==> src/rtl/key_pkg.sv <==
// Shared definitions for the push-button conditioning path and its consumers.
package key_pkg;

  // Per-channel debounce state, 2-bit encoded.
  typedef enum logic [1:0] {
    REL   = 2'b00,  // stable released
    PFILT = 2'b01,  // candidate press being filtered
    HELD  = 2'b10,  // stable pressed
    RFILT = 2'b11   // candidate release being filtered
  } key_state_t;

  // 20 ms of stability at the 50 MHz board clock.
  localparam int DEFAULT_DEBOUNCE_CYCLES = 1_000_000;

  // Keys are active-low on the board. The LED decoder uses the same constants.
  localparam logic KEY_PRESSED  = 1'b0;
  localparam logic KEY_RELEASED = 1'b1;

endpackage

==> src/rtl/key_debounce_chan.sv <==
// One key channel: 2-flop synchroniser, debounce FSM and stability counter.
// The debounced level and the press/release strobes are all registered.
module key_debounce_chan
  import key_pkg::*;
#(
  parameter int DEBOUNCE_CYCLES = DEFAULT_DEBOUNCE_CYCLES
) (
  input  logic clk,
  input  logic rst_n,
  input  logic key_in,
  output logic key_out,
  output logic key_press,
  output logic key_release
);

  localparam int CNT_W = $clog2(DEBOUNCE_CYCLES + 1);
  localparam logic [CNT_W-1:0] CNT_ONE  = CNT_W'(1);
  localparam logic [CNT_W-1:0] CNT_LAST = CNT_W'(DEBOUNCE_CYCLES - 1);

  logic             sync1_reg;
  logic             ks_reg;
  key_state_t       state_reg, state_next;
  logic [CNT_W-1:0] cnt_reg, cnt_next;
  logic             out_reg, out_next;
  logic             press_reg, press_next;
  logic             release_reg, release_next;

  // Bring the asynchronous pin into the clock domain; idles at released.
  always_ff @(posedge clk or negedge rst_n) begin
    if (!rst_n) begin
      sync1_reg <= KEY_RELEASED;
      ks_reg    <= KEY_RELEASED;
    end else begin
      sync1_reg <= key_in;
      ks_reg    <= sync1_reg;
    end
  end

  // State, counter and registered outputs.
  always_ff @(posedge clk or negedge rst_n) begin
    if (!rst_n) begin
      state_reg   <= REL;
      cnt_reg     <= '0;
      out_reg     <= KEY_RELEASED;
      press_reg   <= 1'b0;
      release_reg <= 1'b0;
    end else begin
      state_reg   <= state_next;
      cnt_reg     <= cnt_next;
      out_reg     <= out_next;
      press_reg   <= press_next;
      release_reg <= release_next;
    end
  end

  // Next state: a change is accepted only after DEBOUNCE_CYCLES consecutive
  // synced samples at the new level; any sample back at the old level aborts.
  // The counter holds its value on acceptance, so it never wraps.
  always_comb begin
    state_next   = state_reg;
    cnt_next     = cnt_reg;
    out_next     = out_reg;
    press_next   = 1'b0;
    release_next = 1'b0;
    case (state_reg)
      REL: begin
        if (ks_reg == KEY_PRESSED) begin
          state_next = PFILT;
          cnt_next   = CNT_ONE;
        end
      end
      PFILT: begin
        if (ks_reg == KEY_RELEASED) begin
          state_next = REL;
          cnt_next   = '0;
        end else if (cnt_reg == CNT_LAST) begin
          state_next = HELD;
          out_next   = KEY_PRESSED;
          press_next = 1'b1;
        end else begin
          cnt_next = cnt_reg + CNT_ONE;
        end
      end
      HELD: begin
        if (ks_reg == KEY_RELEASED) begin
          state_next = RFILT;
          cnt_next   = CNT_ONE;
        end
      end
      RFILT: begin
        if (ks_reg == KEY_PRESSED) begin
          state_next = HELD;
          cnt_next   = '0;
        end else if (cnt_reg == CNT_LAST) begin
          state_next   = REL;
          out_next     = KEY_RELEASED;
          release_next = 1'b1;
        end else begin
          cnt_next = cnt_reg + CNT_ONE;
        end
      end
      default: begin
        state_next = REL;
        cnt_next   = '0;
        out_next   = KEY_RELEASED;
      end
    endcase
  end

  assign key_out     = out_reg;
  assign key_press   = press_reg;
  assign key_release = release_reg;

endmodule

==> src/rtl/key_debounce.sv <==
// Push-button conditioning: NUM_KEYS independent synchronise+debounce
// channels producing clean active-low levels and one-clock press/release
// strobes. Nothing is shared or prioritised between channels.
module key_debounce
  import key_pkg::*;
#(
  parameter int NUM_KEYS        = 4,
  parameter int DEBOUNCE_CYCLES = DEFAULT_DEBOUNCE_CYCLES
) (
  input  logic                clk,
  input  logic                rst_n,
  input  logic [NUM_KEYS-1:0] key_in,
  output logic [NUM_KEYS-1:0] key_out,
  output logic [NUM_KEYS-1:0] key_press,
  output logic [NUM_KEYS-1:0] key_release
);

  // The filter needs at least a start sample and an accept sample.
  if (DEBOUNCE_CYCLES < 2) begin : g_bad_debounce
    $error("key_debounce: DEBOUNCE_CYCLES must be >= 2");
  end

  // One channel per key.
  for (genvar gi = 0; gi < NUM_KEYS; gi++) begin : g_chan
    key_debounce_chan #(
      .DEBOUNCE_CYCLES(DEBOUNCE_CYCLES)
    ) u_chan (
      .clk        (clk),
      .rst_n      (rst_n),
      .key_in     (key_in[gi]),
      .key_out    (key_out[gi]),
      .key_press  (key_press[gi]),
      .key_release(key_release[gi])
    );
  end

endmodule

==> config.mk <==
export PLATFORM = sky130hd
export DESIGN_NAME = key_debounce
export DESIGN_NICKNAME = d
export VERILOG_FILES = /design/src/rtl/key_pkg.sv /design/src/rtl/key_debounce_chan.sv /design/src/rtl/key_debounce.sv
export SDC_FILE = /design/constraint.sdc
export NUM_CORES = 1
export LEC_CHECK = 0
export CELL_PAD_IN_SITES_DETAIL_PLACEMENT = 0
export CELL_PAD_IN_SITES_GLOBAL_PLACEMENT = 1
export CORE_ASPECT_RATIO = 0.8
export CORE_MARGIN = 2
export CORE_UTILIZATION = 50
export CTS_CLUSTER_DIAMETER = 120
export DETAILED_ROUTE_END_ITERATION = 8
export PLACE_DENSITY_LB_ADDON = 0.1
export SYNTH_ARGS = -nofsm -noshare
export SYNTH_HDL_FRONTEND = slang
export SYNTH_SLANG_ARGS = --single-unit
export TNS_END_PERCENT = 20
==> constraint.sdc <==
create_clock -name clk -period 6.3 [get_ports clk]
set_clock_uncertainty 0.05 [all_clocks]
set_input_delay 0.945 -clock clk [delete_from_list [all_inputs] [get_ports clk]]
set_output_delay 0.945 -clock clk [all_outputs]
set_load 0.01 [all_outputs]
---- Word level (Yosys, flattened, before mapping) ----
Cells that the tools add are included.
cells by class
  add/sub/neg operators ................... 4
  equal/unequal tests ..................... 48
  mux-type cells .......................... 92
  reduce and logical (&&, ||, !) cells .... 20
operators with widths
  kind                     number
  $mux W20                 20
  $pmux W20 S4             4
  $add A20 B1 Y20 const B  4
  $eq A20 B20 Y1 const B   4
  $mux W2                  24
  $mux W1                  36
  $ne A2 B1 Y1 const B     16
  $pmux W2 S4              4
  $reduce_and A5 Y1        4
  $eq A2 B2 Y1 const B     8
  $ne A2 B2 Y1 const B     8
  $reduce_and A4 Y1        4
  $ne A3 B1 Y1 const B     4
  $ne A3 B3 Y1 const B     4
  $eq A2 B1 Y1 const B     4
  $logic_not A2 Y1         4
  $pmux W1 S2              4
  $reduce_and A2 Y1        4
  $reduce_bool A2 Y1       4
word-level totals
  register bits after elaboration ......... 108
  input bits .............................. 6
  output and inout port bits .............. 12
  word-level logic and storage cells ...... 192

---- Logic depth before layout (Yosys ltp) ----
  depth in word-level cells ............... 4
  mapped depth ............................ 8

---- Modules after synthesis ----
A second synthesis with hierarchy kept.
second synthesis, totals
  cell total of the unflattened synthesis .. 571
  area, all modules ....................... 5486.5 um2
by module, submodules not included
  module                                     times used  cells each  area each (um2)  sequential area each (um2)
  key_debounce_chan at g_chan[0].u_chan ...  3           140         1356.3           679.4
  key_debounce_chan at g_chan[3].u_chan      1           151         1417.6           679.4

---- Least setup slack after synthesis ----
No wires, ideal clock.
  kind .................................... flip-flop to flip-flop
  start point ............................. register g_chan[0].u_chan.cnt_reg[6]
  end point ............................... register g_chan[0].u_chan.cnt_reg[0]
  library setup time ...................... 0.119 ns
  arrival ................................. 1.967 ns
  data required time ...................... 6.131 ns
  setup slack ............................. 4.164 ns
  cell stages (with the launch flop) ...... 6
  buffers on the path ..................... 0
  path through ............................ dfrtp_1 > or4b_1 > or4_4 > nor4_4 > nor2_2 > o21ba_1
on the way
  cells in the longest elaborated chain, start to end .. 4
  elaborated cells between the ends (all ways) .. 5
  classes of those cells .................. eq/ne: 1; mux: 4
RTL lines
  item                         line                                              RTL
  from (decl)                  key_debounce_chan.sv:23                           logic [CNT_W-1:0] cnt_reg, cnt_next;
  from (signal assigned)       key_debounce_chan.sv:49                           cnt_reg <= cnt_next;
  $eq A20 B20 Y1 *             key_debounce_chan.sv:76, key_debounce_chan.sv:94
  $mux W20 *                   --
  $mux W20 (on tied branches)  --
  $pmux W20 S4 *               --
Mark *: on every way between the ends. The rest lies on a longest branch, timed or not.
A chain may end at the register's enable or synchronous reset.

==> reports/qor.txt <==
end point of the worst hold path = g_chan[3].u_chan.ks_reg
Final GP Congestion = 0.810
total via count after detailed routing = 4731
clock tree from TritonCTS = built
primary flip-flop cell chosen by synthesis mapping = dfrtp_1
data arrival at the endpoint of the critical path = 2.73 ns
clock sink count = 108
Resized Gates After CTS = 0
average size of a mapped cell = 9.10 um2
CP max stage cell = xnor2_1
growth of design area from synthesis to finish = 7.74%
Register-to-Register Path Depth = 4
Starting Density = 50.7%
Tot Pwr = 1.35 mW
TritonCTS buffer count = 9
endpoints failing hold = 0
Syn. warnings = 0
Slew Limit Headroom = 24.0%
DRC violations left = 0
reg-to-reg endpoint = g_chan[2].u_chan.cnt_reg[17]
class of the most critical setup path = reg -> reg
largest net degree at the start of global routing = 62
Horiz. Die Dim = 124 um
RSZ-0062 raised after global routing = false
Fmax = 401 MHz
post-CTS clock slew at the launch and capture registers of the worst setup and hold paths = 0.07 ns
run status = completed
Port Buffers = 17
total leakage power = 2.48 nW
class of the worst hold path = reg -> reg
Max stage delay on crit path = 0.68 ns
clock latency of the later-clocked register in the worst-skew pair = 0.35 ns
area occupied by multi-input gates = 0.00278 mm2
power density over the cells = 217 mW/mm2
sequential-to-total area share from yosys stat = 47.1%
antenna cell count = 0
CP top delay family = simple AND/OR/NAND/NOR gates
Hold Crit Depth = 0
H-tree depth = 3
Hold Crit Start = g_chan[3].u_chan.sync1_reg
overall die area = 0.0124 mm2
number of placement rows = 35
routed length per placed instance = 16.2 um
Final Util = 54.6%
Setup TNS Final = 0 ns
drt first pass iters = 5
VDD IR max = 0.129 mV
flip-flop count of the largest register, all copies and words added = 80
DRT Wirelength = 12500 um
detailed placement HPWL = 8520 um
Root Buffer = clkbuf_16
post-synthesis register bit count = 108
setup slack of the most critical reg-to-reg path = 3.81 ns
flip-flop and latch area = 0.00272 mm2
first-pass GRT wire length = 21800 um
maximum fanout along the worst path = 21
syn nets = 644
Unique masters post-synth = 57
top cells by area, synth = dfrtp_1 42%, dfstp_2 5.5%, nand2_1 4.9%
cell taking the most area after synthesis = dfrtp_1
max-cap violation count = 0
Final Cycle Share = 39.6%
Worst Path Required = 6.54 ns
Post-Place Cells = 757
netlist area before placement = 0.00577 mm2
number of max-slew violations in the final report = 0
post-CTS setup buffer count = 0
residual overflow from global routing = 0
number of instances in the synthesized netlist = 634
die span in y = 100 um
Top-Level Pins = 18
DRC marker count from the first detailed-route iteration = 293
total setup violations reported at the end of the flow = 0
filler-free cell count of the finished design = 773
Worst setup EP type = register
measured slew at the worst slew-check pin = 1.14 ns
Final #Nets = 630
Max Root-Sink Buffers = 2
number of buffer and inverter stages on the critical path = 0
post-synth top area share = 41.6%
kind of start point of the critical path = register
shortest clock period the worst path allows after layout = 2.49 ns
global router's overall resource usage = 22.0%
fillers = 1021
fraction of final layout cells sized beyond drive strength 1 = 7.20%
antenna violations before repair = 0
Final ANT Viol Nets = 0
number of buffers inserted by hold repair at cts = 0
CP cell instances = xnor2_1 -> nand2_1 -> or3_1 -> nand4_1
number of enable flip-flop cells after synthesis = 0
detail-routed via count per cell = 6.12
via count of the first global-routing pass = 4340
Floorplan Core Area = 0.0114 mm2
async set-or-reset flop fraction in the synthesized netlist = 100%
==> final cells by class <==
| class | count | area share, % |
|---|---|---|
| repair buffers | 18 | 2.82 |
| multi-input cells | 465 | 44.7 |
| inverters | 18 | 1.09 |
| clock inverters | 6 | 0.885 |
| flip-flops and latches | 108 | 43.7 |
| clock buffers | 10 | 3.84 |
| well taps | 148 | 2.98 |
==> worst max-delay path by stage <==
stage                                    to  slack (ns)  depth (start not counted)
2_1_floorplan   g_chan[0].u_chan.cnt_reg[0]        4.16                          5
3_5_place_dp   g_chan[2].u_chan.cnt_reg[17]        3.85                          4
6_report       g_chan[2].u_chan.cnt_reg[17]        3.81                          4
5_1_grt        g_chan[3].u_chan.cnt_reg[14]        3.63                          4
3_3_place_gp   g_chan[3].u_chan.cnt_reg[10]        3.97                          4
4_1_cts        g_chan[2].u_chan.cnt_reg[17]        3.82                          4
==> per-layer routing <==
layer | part of all wire (%) | up-vias | global-route usage, % | wire (um)
li1 | - | 2293 | - | -
met1 | 50 | 2313 | 33.2 | 6230
met2 | 44 | 111 | 31.9 | 5500
met3 | 5.1 | 14 | 5.06 | 633
met4 | 1.1 | 0 | 6.22 | 136
met5 | 0 | - | 0 | 0
==> layout by cell type, fill, tap and decap left out, types with 14 or more instances in the layout <==
| master | instances |
|---|---|
| nand3_1 | 38 |
| xnor2_1 | 14 |
| dfrtp_1 | 96 |
| nor4_1 | 15 |
| nor2_1 | 36 |
| a21oi_1 | 29 |
| xor2_1 | 17 |
| clkdlybuf4s50_1 | 16 |
| a31oi_1 | 19 |
| o21ai_0 | 55 |
| nand4_1 | 26 |
| inv_1 | 18 |
| nand2_1 | 75 |
==> synthesized netlist by cell type (3+ instances only) <==
library cell,n
a21o_1,7
a21oi_1,29
a22o_1,3
a31oi_1,19
a41oi_1,3
and2_1,5
and3_1,11
buf_4,12
clkbuf_1,29
dfrtp_1,96
dfstp_2,12
ha_1,4
inv_1,18
mux2i_1,6
nand2_1,75
nand2b_1,6
nand3_1,38
nand4_1,26
nor2_1,36
nor3_1,10
nor3b_1,3
nor4_1,15
o211ai_1,6
o21ai_0,55
o22ai_1,13
o311ai_0,6
o31ai_1,11
or2_2,5
or4_1,4
xnor2_1,14
xor2_1,17
==> power breakdown <==
part / switching (mW) / internal [mW]
combinational: 0.0496 / 0.0213
sequential: 0.0159 / 0.706
clock: 0.268 / 0.287
==> logic make-up after synthesis <==
| group | after synthesis | share of synthesized area, % |
|---|---|---|
| XOR/XNOR | 31 | 4.70 |
| adder cells (fa/ha/maj) | 4 | 0.867 |
| AND/OR/NAND/NOR | 258 | 23.8 |
| flip-flops | 108 | 47.1 |
| buffers and inverters | 61 | 4.77 |
| multiplexers | 6 | 1.04 |
| AO/OA/AOI/OAI | 166 | 17.8 |
==> metrics by stage <==
step | area [um2] | setup slack, ns | hold WS, ns
after floorplan | 5770 | 4.16 | 0.295
after global placement | 5920 | 3.97 | 0.297
after detailed placement | 5920 | 3.85 | 0.297
after CTS | 6220 | 3.82 | 0.308
after global routing | 6220 | 3.63 | 0.317
final | 6220 | 3.81 | 0.302
==> worst register-to-register path: cells and delay by family (launching register included) <==
kind | cells | cell delay (ns)
xor+xnor | 1 | 0.68
flops | 1 | 0.47
simple gates | 3 | 1.24
Power figures use the tool's default switching activity.
